[src/rtl/fetch_buffer.sv]
// In-order fetch buffer between the PC fetch unit and decode: issues imem requests,
// collects in-order responses and hands instructions to decode; flush kills in-flight work.
module fetch_buffer #(
    parameter int DEPTH = 4,
    parameter int XLEN  = 32
) (
    input  logic            clock,
    input  logic            reset,
    input  logic [XLEN-1:0] io_pc,
    input  logic            io_flush,
    output logic            io_imem_req_valid,
    output logic [XLEN-1:0] io_imem_req_addr,
    input  logic            io_imem_req_ready,
    input  logic            io_imem_rsp_valid,
    input  logic [XLEN-1:0] io_imem_rsp_data,
    output logic            io_dec_valid,
    output logic [XLEN-1:0] io_dec_inst,
    output logic [XLEN-1:0] io_dec_pc,
    input  logic            io_dec_ready,
    output logic            io_stall_en
);

    localparam int AW = $clog2(DEPTH);
    localparam int PW = AW + 1;
    localparam logic [PW-1:0] ONE_P   = {{(PW-1){1'b0}}, 1'b1};
    localparam logic [PW-1:0] ZERO_P  = {PW{1'b0}};
    localparam logic [PW:0]   DEPTH_W = (PW+1)'(DEPTH);

    logic [XLEN-1:0]  pc_r     [DEPTH];
    logic [XLEN-1:0]  inst_r   [DEPTH];
    logic [DEPTH-1:0] filled_r;
    logic [PW-1:0]    rptr_r;
    logic [PW-1:0]    wptr_r;
    logic [PW-1:0]    fptr_r;
    logic [PW-1:0]    drop_r;

    logic [PW-1:0]    count_s;
    logic [PW-1:0]    unfilled_s;
    logic [PW:0]      occ_s;
    logic             req_valid_s;
    logic             fire_s;
    logic             rsp_drop_s;
    logic             rsp_fill_s;
    logic             dec_valid_s;
    logic             deq_s;
    logic [PW:0]      flush_drop_s;

    // Occupancy, handshake qualifiers and post-flush drop count.
    always_comb begin
        count_s     = wptr_r - rptr_r;
        unfilled_s  = wptr_r - fptr_r;
        occ_s       = {1'b0, count_s} + {1'b0, drop_r};
        req_valid_s = !reset && !io_flush && (occ_s < DEPTH_W);
        fire_s      = req_valid_s && io_imem_req_ready;
        // Killed responses are still owed by memory and drain before any live fill.
        rsp_drop_s  = io_imem_rsp_valid && (drop_r != ZERO_P);
        rsp_fill_s  = io_imem_rsp_valid && (drop_r == ZERO_P) && (unfilled_s != ZERO_P);
        dec_valid_s = (count_s != ZERO_P) && filled_r[rptr_r[AW-1:0]];
        deq_s       = dec_valid_s && io_dec_ready;
        // A live fill in the flush cycle consumes its own response, so it is not owed later.
        flush_drop_s = {1'b0, drop_r} + {1'b0, unfilled_s}
                     - {{PW{1'b0}}, rsp_drop_s} - {{PW{1'b0}}, rsp_fill_s};
    end

    assign io_imem_req_valid = req_valid_s;
    assign io_imem_req_addr  = io_pc;
    assign io_stall_en       = !fire_s;
    assign io_dec_valid      = dec_valid_s;
    assign io_dec_inst       = inst_r[rptr_r[AW-1:0]];
    assign io_dec_pc         = pc_r[rptr_r[AW-1:0]];

    // Entry storage, pointers and drop counter; flush outranks every other update.
    always_ff @(posedge clock or posedge reset) begin
        if (reset) begin
            for (int i = 0; i < DEPTH; i++) begin
                pc_r[i]   <= {XLEN{1'b0}};
                inst_r[i] <= {XLEN{1'b0}};
            end
            filled_r <= {DEPTH{1'b0}};
            rptr_r   <= ZERO_P;
            wptr_r   <= ZERO_P;
            fptr_r   <= ZERO_P;
            drop_r   <= ZERO_P;
        end else if (io_flush) begin
            filled_r <= {DEPTH{1'b0}};
            rptr_r   <= ZERO_P;
            wptr_r   <= ZERO_P;
            fptr_r   <= ZERO_P;
            drop_r   <= flush_drop_s[PW-1:0];
        end else begin
            if (fire_s) begin
                pc_r[wptr_r[AW-1:0]]     <= io_pc;
                filled_r[wptr_r[AW-1:0]] <= 1'b0;
                wptr_r                   <= wptr_r + ONE_P;
            end
            if (rsp_drop_s) begin
                drop_r <= drop_r - ONE_P;
            end else if (rsp_fill_s) begin
                inst_r[fptr_r[AW-1:0]]   <= io_imem_rsp_data;
                filled_r[fptr_r[AW-1:0]] <= 1'b1;
                fptr_r                   <= fptr_r + ONE_P;
            end
            if (deq_s) begin
                filled_r[rptr_r[AW-1:0]] <= 1'b0;
                rptr_r                   <= rptr_r + ONE_P;
            end
        end
    end

endmodule

[config.mk]
export PLATFORM = sky130hd
export DESIGN_NAME = fetch_buffer
export DESIGN_NICKNAME = d
export VERILOG_FILES = /design/src/rtl/fetch_buffer.sv
export SDC_FILE = /design/constraint.sdc
export NUM_CORES = 1
export LEC_CHECK = 0
export BUFFER_PORTS_ARGS = -buffer_cell sky130_fd_sc_hd__buf_4
export CELL_PAD_IN_SITES_DETAIL_PLACEMENT = 1
export CELL_PAD_IN_SITES_GLOBAL_PLACEMENT = 1
export CORE_UTILIZATION = 53
export DETAILED_ROUTE_END_ITERATION = 10
export PLACE_DENSITY_LB_ADDON = 0.1
export RECOVER_POWER = 100
export SKIP_CTS_REPAIR_TIMING = 1
export SYNTH_ARGS = -nofsm -noshare
export SYNTH_HDL_FRONTEND = slang
export SYNTH_SLANG_ARGS = --single-unit
export TNS_END_PERCENT = 1
[constraint.sdc]
create_clock -name clock -period 27.8 [get_ports clock]
set_input_delay 8.34 -clock clock [delete_from_list [all_inputs] [get_ports clock]]
set_output_delay 8.34 -clock clock [all_outputs]
set_load 0.005 [all_outputs]
==> results.sh <==
export IMPL_area_growth_synth_to_final_pct=13.8
export IMPL_r2r_end="pc_r[3]$_DFFE_PP0P_"
export IMPL_grt_overflow_total=0
export IMPL_clk_latency_ps=540
export IMPL_n_antenna_cell=0
export IMPL_synth_area_um2=12800
export IMPL_drc=0
export IMPL_synth_top_area_share=0.534
export IMPL_synth_warnings=0
export IMPL_yosysUniqueCellTypes=39
export IMPL_final_nets=1008
export IMPL_drive_gt1_frac=0.510
export IMPL_hold_start="pc_r[105]$_DFFE_PP0P_"
export IMPL_first_pass_iters=4
export IMPL_final_max_slew_viol_count=618
export IMPL_stdcell_area_um2=14500
export IMPL_period_minus_slack_ps=18600
export IMPL_ys_seq_elements=272
export IMPL_die_area_um2=24700
export IMPL_initial_core_util=0.542
export IMPL_cp_end_kind="asynchronous set/reset pin"
export IMPL_cts_sinks=272
export IMPL_syn_avg_cell_area_um2=16.3
export IMPL_core_um2=23500
export IMPL_final_cell_mix="dfrtp_1, mux2_2, buf_4"
export IMPL_io_pins=169
export IMPL_worst_slew_pin_slew_ps=4660
export IMPL_clk_path_buf_depth=3
export IMPL_viasPerCell=5.68
export IMPL_postPlaceCellArea_um2=13900
export IMPL_grt_setup_unrepaired="no"
export IMPL_finalHoldViolCount=0
export IMPL_syn_inst=785
export IMPL_outcome="complete, but fails checks"
export IMPL_vdd_drop_max_mv=0.0423
export IMPL_grt_max_degree=108
export IMPL_cp_arrival_ps=17530
export IMPL_worstPathMaxFanout=107
export IMPL_tns_ps=0
export IMPL_slew_headroom=-2.12
export IMPL_io_buffer_count=168
export IMPL_p_leak_nw=6.90
export IMPL_report_final_setup_viol=0
export IMPL_synthXorXnorAreaFrac=0.00902
export IMPL_clockRootBuffer="clkbuf_16"
export IMPL_hold_path_class="reg2reg"
export IMPL_detail_route_wirelength_um=28300
export IMPL_violations="max-capacitance violations, max-slew violations"
export IMPL_syn_nets=880
export IMPL_grt_pass1_wl_um=46100
export IMPL_reg2reg_from="rptr_r[0]$_DFFE_PP0P_"
export IMPL_clk_pin_slew_worst_paths_ps=60
export IMPL_worstHoldEndpoint="pc_r[105]$_DFFE_PP0P_"
export IMPL_holdPathStages=1
export IMPL_clock_fmax_mhz=53.8
export IMPL_post_place_cells=1201
export IMPL_postRouteAntennaNets=0
export IMPL_dp_slack_ps=9490
export IMPL_synthMuxAreaShare=0.346
export IMPL_antenna_found_initial=0
export IMPL_synth_top_family_by_area="multiplexers"
export IMPL_synth_area_leaders="dfrtp_1, mux2_2, mux4_2, buf_4, ha_1"
export IMPL_cts_max_level=1
export IMPL_row_count=56
export IMPL_r2r_cells=9
export IMPL_stdcell_count=1251
export IMPL_critPathKind="in2async"
export IMPL_cp_start_kind="primary input"
export IMPL_p_total_w=0.00112
export IMPL_yosys_area_share_simple=0.0214
export IMPL_finClkSkew_ps=21.5
export IMPL_layout_commonest_cell="dfrtp_1"
export IMPL_die_w_um=157
export IMPL_synthAdderAreaFrac=0.0275
export IMPL_drt_iter0_markers=241
export IMPL_yosysSeqAreaShare=0.534
export IMPL_tritoncts="yes"
export IMPL_wl_per_cell_um=22.6
export IMPL_power_density_nw_per_um2=77.2
export IMPL_synth_compound_area_frac=0.00951
export IMPL_dpl_hpwl_um=17900
export IMPL_globalplace_congestion=0.763
export IMPL_r2r_slack_ps=21300
export IMPL_vias=7101
export IMPL_numCtsBuffers=29
export IMPL_die_height_um=157
export IMPL_required_ps=26730
export IMPL_fin_crit_sh=0.669
export IMPL_grt_total_usage=0.243
export IMPL_grt_pass1_vias=8343
export IMPL_fillers=2187
export IMPL_fin_ws_ps=9200
export IMPL_yosys_area_top_type="dfrtp_1"
export IMPL_max_cap_violations=13
## cell usage after synthesis (all sizes together)
cell and count:
nor4 4, xnor3 2, o21ai 5, mux2i 2, a2bb2oi 4, and3b 1
or4b 1, nor2 7, and2 2, xnor2 7, inv 19, buf 71
o22ai 1, mux4 65, dfrtp 272, a21oi 3, a311oi 2, nand2 11
ha 20, xor2 1, or4 1, and3 4, nand3 1, fa 5
mux2 257, o211ai 1, nand2b 1, nor3b 4, clkbuf 8, or3 1
nor3 1, a31o 1
## stage by stage
step                hold WS (ps)  utilization
CTS                          496        0.629
finish                       494        0.617
global route                 518        0.617
global placement             462        0.590
floorplan                    452            -
detailed placement           483        0.590
## report_power, final
part	internal, W	total [W]	switching, W	leakage, nW
Clock	0.000216	0.000369	0.000152	0.459
Sequential	0.000461	0.000496	0.0000352	3.70
Combinational	0.000155	0.000255	0.000101	2.74
## area by class of cell
type	instances	area, um2	share of cell area
clock buffers	44	882	0.0607
clock inverters	6	33.8	0.00233
inverters	19	72.6	0.00500
multi-input cells	415	5190	0.357
flip-flops and latches	272	6810	0.469
well taps	319	399	0.0275
repair buffers	176	1140	0.0783
## registers in the layout, indices dropped and copies added, names as in the netlist
name	count
inst_r	128
pc_r	128
filled_r	4
drop_r	3
fptr_r	3
rptr_r	3
wptr_r	3
## cells by family (layout without fill, tap and decap cells)
family | Yosys count | count (layout)
AOI/OAI and AO/OA | 17 | 17
xor gates and xnor gates | 10 | 10
adders and majority gates | 25 | 25
buffers and inverters | 98 | 245
DFF | 272 | 272
muxes | 324 | 324
and+or+nand+nor | 39 | 39
## per-layer routing
layer  part of all wire  global-route usage  wire (um)  vias to the layer above
met5                  0                   0          0                        -
met4              0.018              0.0573        519                        0
met3              0.036              0.0286       1010                       37
met2               0.54               0.440      15200                      147
met1               0.41               0.313      11600                     3831
li1                   -                   -          -                     3086
## worst max-delay path, stage by stage
cell and delay, ps:
clkbuf_1 100, clkinvlp_2 2580, clkbuf_1 3060, clkbuf_1 3370
## how the worst max path moves through the flow
stage / start / end / slack (ps) / depth (start not counted)
2_1_floorplan: reset / io_stall_en / 9790 / 3
3_3_place_gp: reset / io_stall_en / 9520 / 4
3_5_place_dp: reset / io_stall_en / 9490 / 4
4_1_cts: reset / io_stall_en / 9490 / 4
5_1_grt: reset / rptr_r[1]$_DFFE_PP0P_ / 6920 / 4
6_report: reset / rptr_r[1]$_DFFE_PP0P_ / 9200 / 4
(Power assumes the default switching activity.)
